$ cat config.mk
export PLATFORM = sky130hd
export DESIGN_NAME = msg_en_seq_flat
export DESIGN_NICKNAME = d
export VERILOG_FILES = /design/src/rtl/msg_en_seq_pkg.sv /design/src/rtl/msg_en_seq_if.sv /design/src/rtl/msg_en_chan.sv /design/src/rtl/msg_en_seq.sv /design/src/flat_wrapper.sv
export SDC_FILE = /design/constraint.sdc
export NUM_CORES = 1
export LEC_CHECK = 0
export CORE_MARGIN = 4
export CORE_UTILIZATION = 45
export CTS_BUF_LIST = sky130_fd_sc_hd__clkbuf_8 sky130_fd_sc_hd__clkbuf_16
export CTS_CLUSTER_SIZE = 40
export DETAILED_ROUTE_END_ITERATION = 10
export PLACE_DENSITY = 0.76
export SYNTH_ARGS = -nofsm -noshare
export SYNTH_HDL_FRONTEND = slang
export SYNTH_HIERARCHICAL = 1
export SYNTH_SLANG_ARGS = --single-unit
$ cat constraint.sdc
create_clock -name clock -period 2.2 [get_ports clock]
set_input_delay 0.44 -clock clock [delete_from_list [all_inputs] [get_ports clock]]
set_output_delay 0.44 -clock clock [all_outputs]
set_load 0.005 [all_outputs]
$ cat src/rtl/msg_en_seq_pkg.sv
// Shared definitions for the multi-channel SHA-256 message-enable sequencer:
// channel state encodings, mode encodings and the default round count.
package msg_en_seq_pkg;

  typedef enum logic [1:0] {
    ST_IDLE = 2'd0,
    ST_RUN  = 2'd1,
    ST_DONE = 2'd2
  } chan_state_e;

  localparam logic MODE_STICKY = 1'b0;
  localparam logic MODE_COUNT  = 1'b1;

  localparam int SHA256_ROUNDS = 64;

endpackage

$ cat src/rtl/msg_en_seq_if.sv
// Bus between the message loader (master) and the enable sequencer (slave).
// start/stop/mode are level-sampled on every rising clock edge; there is no ready, so a one-cycle start
// is a request the sequencer may ignore (channel busy). enable/done/round/busy_any are registered outputs.
interface msg_en_seq_if #(
  parameter int NUM_CH = 4,
  parameter int CNT_W  = 7
);

  logic [NUM_CH-1:0]       start;
  logic [NUM_CH-1:0]       stop;
  logic [NUM_CH-1:0]       mode;
  logic [NUM_CH-1:0]       enable;
  logic [NUM_CH-1:0]       done;
  logic [NUM_CH*CNT_W-1:0] round;
  logic                    busy_any;
  logic [NUM_CH*2-1:0]     state_dbg;

  modport master (
    output start, stop, mode,
    input  enable, done, round, busy_any, state_dbg
  );

  modport slave (
    input  start, stop, mode,
    output enable, done, round, busy_any, state_dbg
  );

endinterface

$ cat src/rtl/msg_en_chan.sv
// One sequencer channel: IDLE -> RUN -> DONE -> IDLE FSM with round counter, mode latch and
// registered enable/done/round. enable_nxt exposes the next-cycle enable for the top-level busy flag.
module msg_en_chan
  import msg_en_seq_pkg::*;
#(
  parameter int ROUNDS = SHA256_ROUNDS,
  parameter int CNT_W  = 7
) (
  input  logic             clock,
  input  logic             reset,
  input  logic             start,
  input  logic             stop,
  input  logic             mode,
  output logic             enable,
  output logic             done,
  output logic [CNT_W-1:0] round,
  output logic             enable_nxt,
  output chan_state_e      state
);

  localparam logic [CNT_W-1:0] LAST = CNT_W'(ROUNDS - 1);

  chan_state_e      state_q, state_d;
  logic             mode_q, mode_d;
  logic [CNT_W-1:0] round_q, round_d;
  logic             en_q, en_d;
  logic             done_q, done_d;

  always_ff @(posedge clock or negedge reset) begin
    if (!reset) begin
      state_q <= ST_IDLE;
      mode_q  <= MODE_STICKY;
      round_q <= '0;
      en_q    <= 1'b0;
      done_q  <= 1'b0;
    end else begin
      state_q <= state_d;
      mode_q  <= mode_d;
      round_q <= round_d;
      en_q    <= en_d;
      done_q  <= done_d;
    end
  end

  // stop is tested first in every state so it beats start and the terminal count.
  always_comb begin
    state_d = state_q;
    mode_d  = mode_q;
    round_d = '0;
    en_d    = 1'b0;
    done_d  = 1'b0;
    case (state_q)
      ST_IDLE, ST_DONE: begin
        state_d = ST_IDLE;
        if (!stop && start) begin
          state_d = ST_RUN;
          mode_d  = mode;
          en_d    = 1'b1;
        end
      end
      ST_RUN: begin
        if (stop) begin
          state_d = ST_IDLE;
        end else if (round_q == LAST) begin
          if (mode_q == MODE_COUNT) begin
            state_d = ST_DONE;
            done_d  = 1'b1;
          end else begin
            en_d = 1'b1;
          end
        end else begin
          round_d = round_q + CNT_W'(1);
          en_d    = 1'b1;
        end
      end
      default: state_d = ST_IDLE;
    endcase
  end

  assign enable     = en_q;
  assign done       = done_q;
  assign round      = round_q;
  assign enable_nxt = en_d;
  assign state      = state_q;

endmodule

$ cat src/rtl/msg_en_seq.sv
// Multi-channel message-enable sequencer feeding the per-channel SHA-256 compression cores.
// Replicates msg_en_chan per channel, packs the round indices and registers the aggregate busy flag.
module msg_en_seq
  import msg_en_seq_pkg::*;
#(
  parameter int NUM_CH = 4,
  parameter int ROUNDS = SHA256_ROUNDS,
  parameter int CNT_W  = 7
) (
  input  logic       clock,
  input  logic       reset,
  msg_en_seq_if.slave bus
);

  if (ROUNDS < 2) begin : g_bad_rounds
    $error("msg_en_seq: ROUNDS must be at least 2");
  end
  if (CNT_W < $clog2(ROUNDS)) begin : g_bad_cnt_w
    $error("msg_en_seq: CNT_W too narrow for ROUNDS");
  end

  wire  [NUM_CH-1:0]       en_w;
  wire  [NUM_CH-1:0]       dn_w;
  wire  [NUM_CH-1:0]       en_nxt;
  logic [CNT_W-1:0]        rnd_w [NUM_CH];
  chan_state_e             st_w  [NUM_CH];
  logic [NUM_CH*CNT_W-1:0] round_pk;
  logic [NUM_CH*2-1:0]     state_pk;
  logic                    busy_q;

  for (genvar k = 0; k < NUM_CH; k++) begin : g_ch
    msg_en_chan #(
      .ROUNDS (ROUNDS),
      .CNT_W  (CNT_W)
    ) u_chan (
      .clock      (clock),
      .reset      (reset),
      .start      (bus.start[k]),
      .stop       (bus.stop[k]),
      .mode       (bus.mode[k]),
      .enable     (en_w[k]),
      .done       (dn_w[k]),
      .round      (rnd_w[k]),
      .enable_nxt (en_nxt[k]),
      .state      (st_w[k])
    );
  end

  always_comb begin
    round_pk = '0;
    state_pk = '0;
    for (int k = 0; k < NUM_CH; k++) begin
      round_pk[k*CNT_W +: CNT_W] = rnd_w[k];
      state_pk[k*2 +: 2]         = st_w[k];
    end
  end

  // Built from next-state enables so busy_any lands on the same edge as enable.
  always_ff @(posedge clock or negedge reset) begin
    if (!reset) busy_q <= 1'b0;
    else        busy_q <= |en_nxt;
  end

  assign bus.enable    = en_w;
  assign bus.done      = dn_w;
  assign bus.round     = round_pk;
  assign bus.busy_any  = busy_q;
  assign bus.state_dbg = state_pk;

endmodule
$ cat src/flat_wrapper.sv
// flat-port wrapper written by rule: the top's interface ports become plain ports
module msg_en_seq_flat import msg_en_seq_pkg::*;
#(
  parameter int NUM_CH = 4,
  parameter int ROUNDS = SHA256_ROUNDS,
  parameter int CNT_W  = 7
)
  (clock, reset, bus_start, bus_stop, bus_mode, bus_enable, bus_done, bus_round, bus_busy_any, bus_state_dbg);
  msg_en_seq_if #(.NUM_CH(NUM_CH), .CNT_W(CNT_W)) bus_i ();
  input  logic clock;
  input  logic reset;
  input wire logic [$bits(bus_i.start)-1:0] bus_start;
  input wire logic [$bits(bus_i.stop)-1:0] bus_stop;
  input wire logic [$bits(bus_i.mode)-1:0] bus_mode;
  output wire logic [$bits(bus_i.enable)-1:0] bus_enable;
  output wire logic [$bits(bus_i.done)-1:0] bus_done;
  output wire logic [$bits(bus_i.round)-1:0] bus_round;
  output wire logic [$bits(bus_i.busy_any)-1:0] bus_busy_any;
  output wire logic [$bits(bus_i.state_dbg)-1:0] bus_state_dbg;
  assign bus_i.start = bus_start;
  assign bus_i.stop = bus_stop;
  assign bus_i.mode = bus_mode;
  assign bus_enable = bus_i.enable;
  assign bus_done = bus_i.done;
  assign bus_round = bus_i.round;
  assign bus_busy_any = bus_i.busy_any;
  assign bus_state_dbg = bus_i.state_dbg;
  msg_en_seq #(.NUM_CH(NUM_CH), .ROUNDS(ROUNDS), .CNT_W(CNT_W)) u_core (.clock(clock), .reset(reset), .bus(bus_i));
endmodule
### After elaboration in Yosys (flattened, before gate mapping)

Cells that the tools add are included.

* output and inout port bits: 45
* word-level logic and storage cells: 138
* register bits: 49
* input port bits: 14

* reduce and logical (&&, ||, !) cells: 25
* multiplexer cells: 68
* add/sub/neg operators: 4
* equality and inequality tests: 20

Operator list (number)
* $mux W7: 12
* $mux W1: 36
* $add A7 B1 Y7 const B: 4
* $eq A7 B6 Y1 const B: 4
* $mux W2: 12
* $ne A3 B3 Y1 const B: 8
* $pmux W2 S2: 4
* $reduce_and A2 Y1: 8
* $eq A2 B1 Y1 const B: 4
* $eq A2 B2 Y1 const B: 4
* $logic_not A2 Y1: 4
* $pmux W1 S2: 4
* $reduce_or A2 Y1: 4
* $logic_and A1 B1 Y1: 4
* $logic_not A1 Y1: 4
* $reduce_or A4 Y1: 1

### Depth between registers and ports, before layout

Gate-level depths: netlist (run 1).

* depth in word-level cells: 5
* gate-level depth with buffers: 5
* depth with buffers taken out: 5

### By module

Netlist (run 1), hierarchy kept.

Modules (own cells, without submodules)
* msg_en_chan (u_core.g_ch[0].u_chan ...): cells each 43, times used 3, area an instance 490.5 um2
* msg_en_chan (u_core.g_ch[3].u_chan): cells each 45, times used 1, area an instance 500.5 um2
* msg_en_seq: cells each 2, times used 1, area an instance 32.5 um2

### Worst setup path after synthesis (run 1)

No wires, ideal clock.

* path kind: register -> register
* start point: register u_core.g_ch[1].u_chan.round_q[0]
* end point: register u_core.busy_q, in the netlist u_core/bus.busy_any
* buffers on the path: 0
* data arrival time: 1592 ps
* period minus slack after synthesis: 1731 ps
* stages on the path, launching flop included: 6
* setup slack: 469 ps
* cell sequence: dfrtp_1 -> ha_1 -> nand3_1 -> nor3_1 -> o21ai_0 -> or4_1

* cells in the longest elaborated chain, start to end: 5

RTL lines
* start: declaration: RTL line msg_en_chan.sv:25 `logic [CNT_W-1:0] round_q, round_d;`
* start signal: assignment: RTL line msg_en_chan.sv:39 `round_q <= round_d;`
* $eq A7 B6 Y1: RTL line msg_en_chan.sv:64 `end else if (round_q == LAST) begin`
* $mux W1: RTL line msg_en_chan.sv:64
* $mux W1: RTL line msg_en_chan.sv:62 `if (stop) begin`
* $pmux W1 S2: RTL line msg_en_chan.sv:52 `case (state_q)`
* net u_core.en_nxt[1]: RTL line msg_en_seq.sv:24 `wire [NUM_CH-1:0] en_nxt;`
* $reduce_or A4 Y1: RTL line msg_en_seq.sv:61 `else busy_q <= |en_nxt;`
* end signal: assignment: RTL line msg_en_seq.sv:61
* end: declaration: RTL line msg_en_seq.sv:29 `logic busy_q;`

The timed path passes the listed nets, and every way through them passes these cells.
A chain may end at the register's enable or synchronous reset.

### Final worst setup path (run 1)

* start point: register u_core.g_ch[3].u_chan.round_q[0]
* end point: register u_core.busy_q, in the netlist u_core/bus.busy_any

* cells in the longest elaborated chain, start to end: 5

RTL lines (RTL line)
* start: declaration: msg_en_chan.sv:25
* start signal: assignment: msg_en_chan.sv:39
* $eq A7 B6 Y1: msg_en_chan.sv:64
* $mux W1: msg_en_chan.sv:64
* $mux W1: msg_en_chan.sv:62
* $pmux W1 S2: msg_en_chan.sv:52
* net u_core.en_nxt[3]: msg_en_seq.sv:24
* $reduce_or A4 Y1: msg_en_seq.sv:61

The timed path passes the listed nets, and every way through them passes these cells.

==> impl_metrics.toml, run 1 <==
[outcome]
status = "finished, final reports clean"

[synthesis]
yosys.area_share.xor_xnor = 0.0524
synth_mux_area_frac = 0.0225
async_flop_share = 1.00
synth-compound-area-share = 0.0712
synth_largest_area_cell = "dfrtp_1"
yosys-top-cells-area = "dfrtp_1 (61%), xor2_1 (3.5%), nor2_1 (3.4%), nand3_1 (3.0%), o21ai_0 (3.0%)"
synth_edf_count = 0
ys_warn_count = 6
ys_seq_elements = 49
netlist_instances = 176
synth_top_family_by_area = "simple AND/OR/NAND/NOR gates"
postSynthAreaPerCell_um2 = 11.4
synth_top_area_share = 0.612
synth_nets = 194
synth_cell_types = 24
netlist_area_um2 = 2000
synthAdderAreaFrac = 0.0250
seq_area_frac_synth = 0.612
ys.flop_type = "dfrtp_1"
synthSimpleGateAreaFrac = 0.205

[clocking]
cts-root-buf = "clkbuf_8"
clk_path_buf_depth = 2
htree_levels = 2
clk_latency_ns = 0.30
clkSinkCount = 49
numCtsBuffers = 5
path_clk_slew_ns = 0.09
cts_tree = "done"

[floorplanning]
start_util = 0.464
dieArea_um2 = 5590
core-area_um2 = 4320
die_y_um = 74.7
die_w_um = 74.7
rows = 24
ioPinCount = 59

[route]
drt_wl_total_mm = 4.17
antenna_left = 0
drc = 0
via_per_inst = 5.06
wire_per_inst_um = 14.0
dr.pass1.iters = 4
drt_iter0_drc = 61
vias = 1504

[worst_setup_path]
path_cells = "ha_1 > nand2_1 > nor4_1 > o21ai_0 > or4_1"
crit_fanout = 5
crit_type = "reg -> reg"
cpLargestDelayFamily = "simple AND/OR/NAND/NOR gates"
setup.worst_path.start_class = "flop"
worstSetupPathDepth = 5
endpoint_kind = "flop"
slowest_delay_ns = 0.48
rr_worst_depth = 5
crit_required_ns = 2.38
cpMaxStageDelayCell = "or4_1"
arrival_ns = 1.98
critPathBufInv = 0

[sta]
final-setup-viol-count = 0
post-route-period-util = 0.818
slew_violations = 0
finClkSkew_ns = 0.00676
max_freq_mhz = 556
hold_viol = 0
tightest_slew_ns = 0.588
rsz0062_at_grt = "false"
fin_crit_ns = 1.80
tns_ns = 0
relSlewSlack = 0.607

[placed_design]
routabilityCongestion = 0.806
io_buffers = 58
dp_hpwl_mm = 3.14

[finish]
layout_common_cells = "clkdlybuf4s50_1 (57), dfrtp_1 (49), nor2_1 (18)"
drive_gt1_frac = 0.0776
areaGrowthSynthToFinish_pct = 39.5
final_common_cell = "clkdlybuf4s50_1"
fillers = 349
nets = 262
antennaDiodeCount = 0

[hold_path]
hold_path.class = "in -> async"

[grt]
track_usage = 0.155
grt_overflow = 0
grt_pass1_wl_mm = 6.60
grt_max_degree = 24
grt_pass1_vias = 1425
grt_antenna_before_repair = 0

[pwr]
ir_drop_mv = 0.429
p_int_uw = 1390
swShare = 0.231
clkPwrFrac = 0.358
seqPwrFrac = 0.538
leakagePower_uw = 0.00120
total_power_uw = 1800
power.switching_uw = 418
power.density_nw_per_um2 = 646
p_comb_frac = 0.104

[job]
drv_cap = 0
==> final cells by class <==
cell class	instances	area, µm²	area share
clock buffers	5	68.8	0.0246
clock inverters	3	46.3	0.0166
inverters	1	3.75	0.00134
multi-input cells	122	754	0.270
flip-flops and latches	49	1230	0.439
well taps	52	65.1	0.0233
repair buffers	65	631	0.226
==> cell families after synthesis <==
logic type / Yosys count
AOI/OAI and AO/OA: 23
xor gates and xnor gates: 12
adders and majority gates: 4
buffers and inverters: 5
DFF: 49
muxes: 4
and+or+nand+nor: 79
==> flip-flops by register name, indices dropped and copies added (netlist names) <==
name / count
u_core/g_ch.u_chan/done: 4
u_core/g_ch.u_chan/round: 28
u_core/g_ch.u_chan/enable: 4
u_core/g_ch.u_chan/state: 8
u_core/bus.busy_any: 1
u_core/g_ch.u_chan/mode_q: 4
==> cells in the mapped netlist, types with 4 or more instances <==
cell type,instances
dfrtp_1,49
nor2_1,18
nand2_1,13
nand3_1,12
o21ai_0,12
xor2_1,8
nor4_1,7
nor3_1,6
a21oi_1,4
and2_1,4
ha_1,4
mux2_2,4
nand2b_1,4
nor3b_1,4
o211a_1,4
or3b_1,4
xnor2_1,4
==> worst reg2reg max path, cell delays in order (launching register included) <==
cell and delay (ns):
dfrtp_1 0.42, ha_1 0.26, nand2_1 0.11, nor4_1 0.24, o21ai_0 0.16, or4_1 0.48
==> final timing paths <==
| path | from | endpoint | slack (ns) |
|---|---|---|---|
| setup reg to reg | u_core/g_ch[3].u_chan/round[0] | u_core/bus.busy_any | 0.40 |
| min in group clock | u_core/g_ch[0].u_chan/round[0] | u_core/g_ch[0].u_chan/round[0] | 0.51 |
| hold / removal | reset | u_core/g_ch[2].u_chan/mode_q | 0.50 |
| max in group asynchronous | reset | u_core/g_ch[2].u_chan/enable | 1.19 |
| hold reg to reg | u_core/g_ch[0].u_chan/round[0] | u_core/g_ch[0].u_chan/round[0] | 0.51 |
| setup / recovery | u_core/g_ch[3].u_chan/round[0] | u_core/bus.busy_any | 0.40 |
==> power by group through the flow <==
stage,logic [µW],clock network (µW),registers (µW)
after floorplan,73.0,0,986
after global placement,185,0,990
after detailed placement,189,0,990
after CTS,192,667,972
after global routing,212,698,977
final,187,646,972
==> metrics by stage <==
stage	area, µm²	cells	utilization	hold WS, ns	setup WS (ns)
2_1_floorplan	2000	176	-	0.144	0.469
5_1_grt	2800	297	0.646	0.510	0.226
3_5_place_dp	2670	288	0.617	0.278	0.176
3_3_place_gp	2670	288	0.617	0.278	0.229
6_report	2800	297	0.646	0.498	0.400
4_1_cts	2800	297	0.646	0.494	0.411
==> per-layer routing <==
metal	vias up	global-route usage	wire, µm	share of wire
li1	756	-	-	-
met1	697	0.208	1820	0.44
met2	45	0.248	1990	0.48
met3	6	0.0387	297	0.071
met4	0	0.0534	56	0.013
met5	-	0	0	0
==> repair_timing <==
item,CTS,global route
hold buffers,1,0
hold endpoints to repair,5,0
buffers inserted,0,0
resized for setup,0,0
No activity file was read; power rests on OpenSTA's default activity.
==> run 2: changes to the inputs <==
--- a/config.mk
+++ b/config.mk
@@ -6,11 +6,11 @@
 export NUM_CORES = 1
 export LEC_CHECK = 0
 export CORE_MARGIN = 4
-export CORE_UTILIZATION = 45
+export CORE_UTILIZATION = 42
 export CTS_BUF_LIST = sky130_fd_sc_hd__clkbuf_8 sky130_fd_sc_hd__clkbuf_16
 export CTS_CLUSTER_SIZE = 40
 export DETAILED_ROUTE_END_ITERATION = 10
-export PLACE_DENSITY = 0.76
+export PLACE_DENSITY = 0.74
 export SYNTH_ARGS = -nofsm -noshare
 export SYNTH_HDL_FRONTEND = slang
 export SYNTH_HIERARCHICAL = 1
==> constraint.sdc (replaced) <==
create_clock -name clock -period 1.59 [get_ports clock]
set_input_delay 0.318 -clock clock [delete_from_list [all_inputs] [get_ports clock]]
set_output_delay 0.318 -clock clock [all_outputs]
set_load 0.005 [all_outputs]
==> impl_metrics.toml, run 2 (same netlist as run 1, synthesis figures left out) <==
[outcome]
status = "finished, final reports clean"

[clocking]
cts-root-buf = "clkbuf_8"
htree_levels = 2
path_clk_slew_ns = 0.08
clkSinkCount = 49
clk_path_buf_depth = 2
numCtsBuffers = 5
cts_tree = "done"
clk_latency_ns = 0.29

[sta]
slew_violations = 0
fin_crit_ns = 1.58
max_freq_mhz = 631
tightest_slew_ns = 0.503
final-setup-viol-count = 0
post-route-period-util = 0.997
finClkSkew_ns = 0.00932
rsz0062_at_grt = "true"
relSlewSlack = 0.662
hold_viol = 0
tns_ns = 0

[placed_design]
io_buffers = 58
dp_hpwl_mm = 3.48
routabilityCongestion = 0.854

[pwr]
power.density_nw_per_um2 = 789
leakagePower_uw = 0.00164
total_power_uw = 2570
ir_drop_mv = 0.648

[finish]
fillers = 338
drive_gt1_frac = 0.282
antennaDiodeCount = 0
nets = 308
layout_common_cells = "buf_4 (51), dfrtp_1 (46), clkdlybuf4s50_1 (37)"
areaGrowthSynthToFinish_pct = 62.2
largest_register_ffs = 28
final_common_cell = "buf_4"
multi_input_area_um2 = 847
final_core_util = 0.727
regArea_um2 = 1230

[worst_setup_path]
setup.worst_path.start_class = "input pin"
endpoint_kind = "flop"
crit_type = "in -> reg"
arrival_ns = 1.78
crit_fanout = 4
crit_required_ns = 1.79

[floorplanning]
core-area_um2 = 4470
die_y_um = 77.1
start_util = 0.448
rows = 24
ioPinCount = 59
die_w_um = 77.1
dieArea_um2 = 5940

[grt]
grt_max_degree = 50
grt_pass1_wl_mm = 7.81
grt_overflow = 0
track_usage = 0.164
grt_antenna_before_repair = 0
grt_pass1_vias = 1706

[route]
via_per_inst = 5.02
drc = 0
drt_wl_total_mm = 4.87
wire_per_inst_um = 14.2
drt_iter0_drc = 53
dr.pass1.iters = 4
antenna_left = 0
vias = 1722

[job]
drv_cap = 0

[hold_path]
hold_path.class = "reg -> reg"
run 2: cell types whose count changed in the layout (fill, tap and decap cells not counted), moves of 4 or more:
| cell | previous run | this run |
|---|---|---|
| buf_4 | 6 | 51 |
| clkdlybuf4s50_1 | 57 | 37 |
| dlygate4sd2_1 | 0 | 13 |
| dlymetal6s2s_1 | 0 | 7 |
| ha_1 | 4 | 0 |
run 2: critical path: stages:
cell and delay [ns]:
clkdlybuf4s50_1 0.43, or3b_4 0.40, or4_1 0.52, o21ai_0 0.11
run 2: area by class of cell:
class                   instances  share of cell area
clock buffers                   6              0.0254
repair buffers                111               0.304
inverters                       1             0.00115
multi-input cells             122               0.260
flip-flops and latches         49               0.378
well taps                      52              0.0200
clock inverters                 2              0.0104
run 2: repair_timing:
| action | in CTS | in global routing |
|---|---|---|
| resized for setup | 17 | 18 |
| endpoints found under the hold margin | 13 | 0 |
| pin swaps | 0 | 2 |
| hold buffers | 1 | 0 |
| buffers inserted | 4 | 7 |
| setup endpoints to repair | 18 | 14 |
run 2: worst paths after layout:
| path | cells past startpoint | from | slack, ns | end |
|---|---|---|---|---|
| worst max-delay path | 4 | bus_stop[3] | 0.005 | u_core/g_ch[3].u_chan/round[5] |
| worst min register to register | 1 | u_core/g_ch[2].u_chan/mode_q | 0.52 | u_core/g_ch[2].u_chan/mode_q |
| worst max register to register | 3 | u_core/g_ch[3].u_chan/state[1] | 0.05 | u_core/g_ch[3].u_chan/round[5] |
| min in group asynchronous | 3 | reset | 0.55 | u_core/g_ch[1].u_chan/round[0] |
| worst min-delay path | 1 | u_core/g_ch[2].u_chan/mode_q | 0.52 | u_core/g_ch[2].u_chan/mode_q |
| max in group asynchronous | 3 | reset | 0.80 | u_core/g_ch[1].u_chan/round[3] |
run 2: per-layer routing:
layer	vias up	wire, µm	global-route usage
li1	842	-	-
met1	838	2040	0.203
met2	35	2540	0.278
met3	7	201	0.0375
met4	0	84	0.0658
met5	-	0	0
run 2: power by group:
group | total [µW] | internal (µW) | switching, µW
clock network | 890 | 506 | 384
registers | 1340 | 1300 | 33.4
logic | 339 | 192 | 148
run 2: per-stage QoR:
stage	hold slack (ns)	worst slack (ns)	instances	cell area [µm²]
after floorplan	0.0224	0.00597	176	2050
after global placement	0.326	-0.239	323	2990
after detailed placement	0.323	-0.291	323	2990
after CTS	0.521	0.000344	336	3130
after global routing	0.532	-0.0350	343	3250
final	0.520	0.00522	343	3250
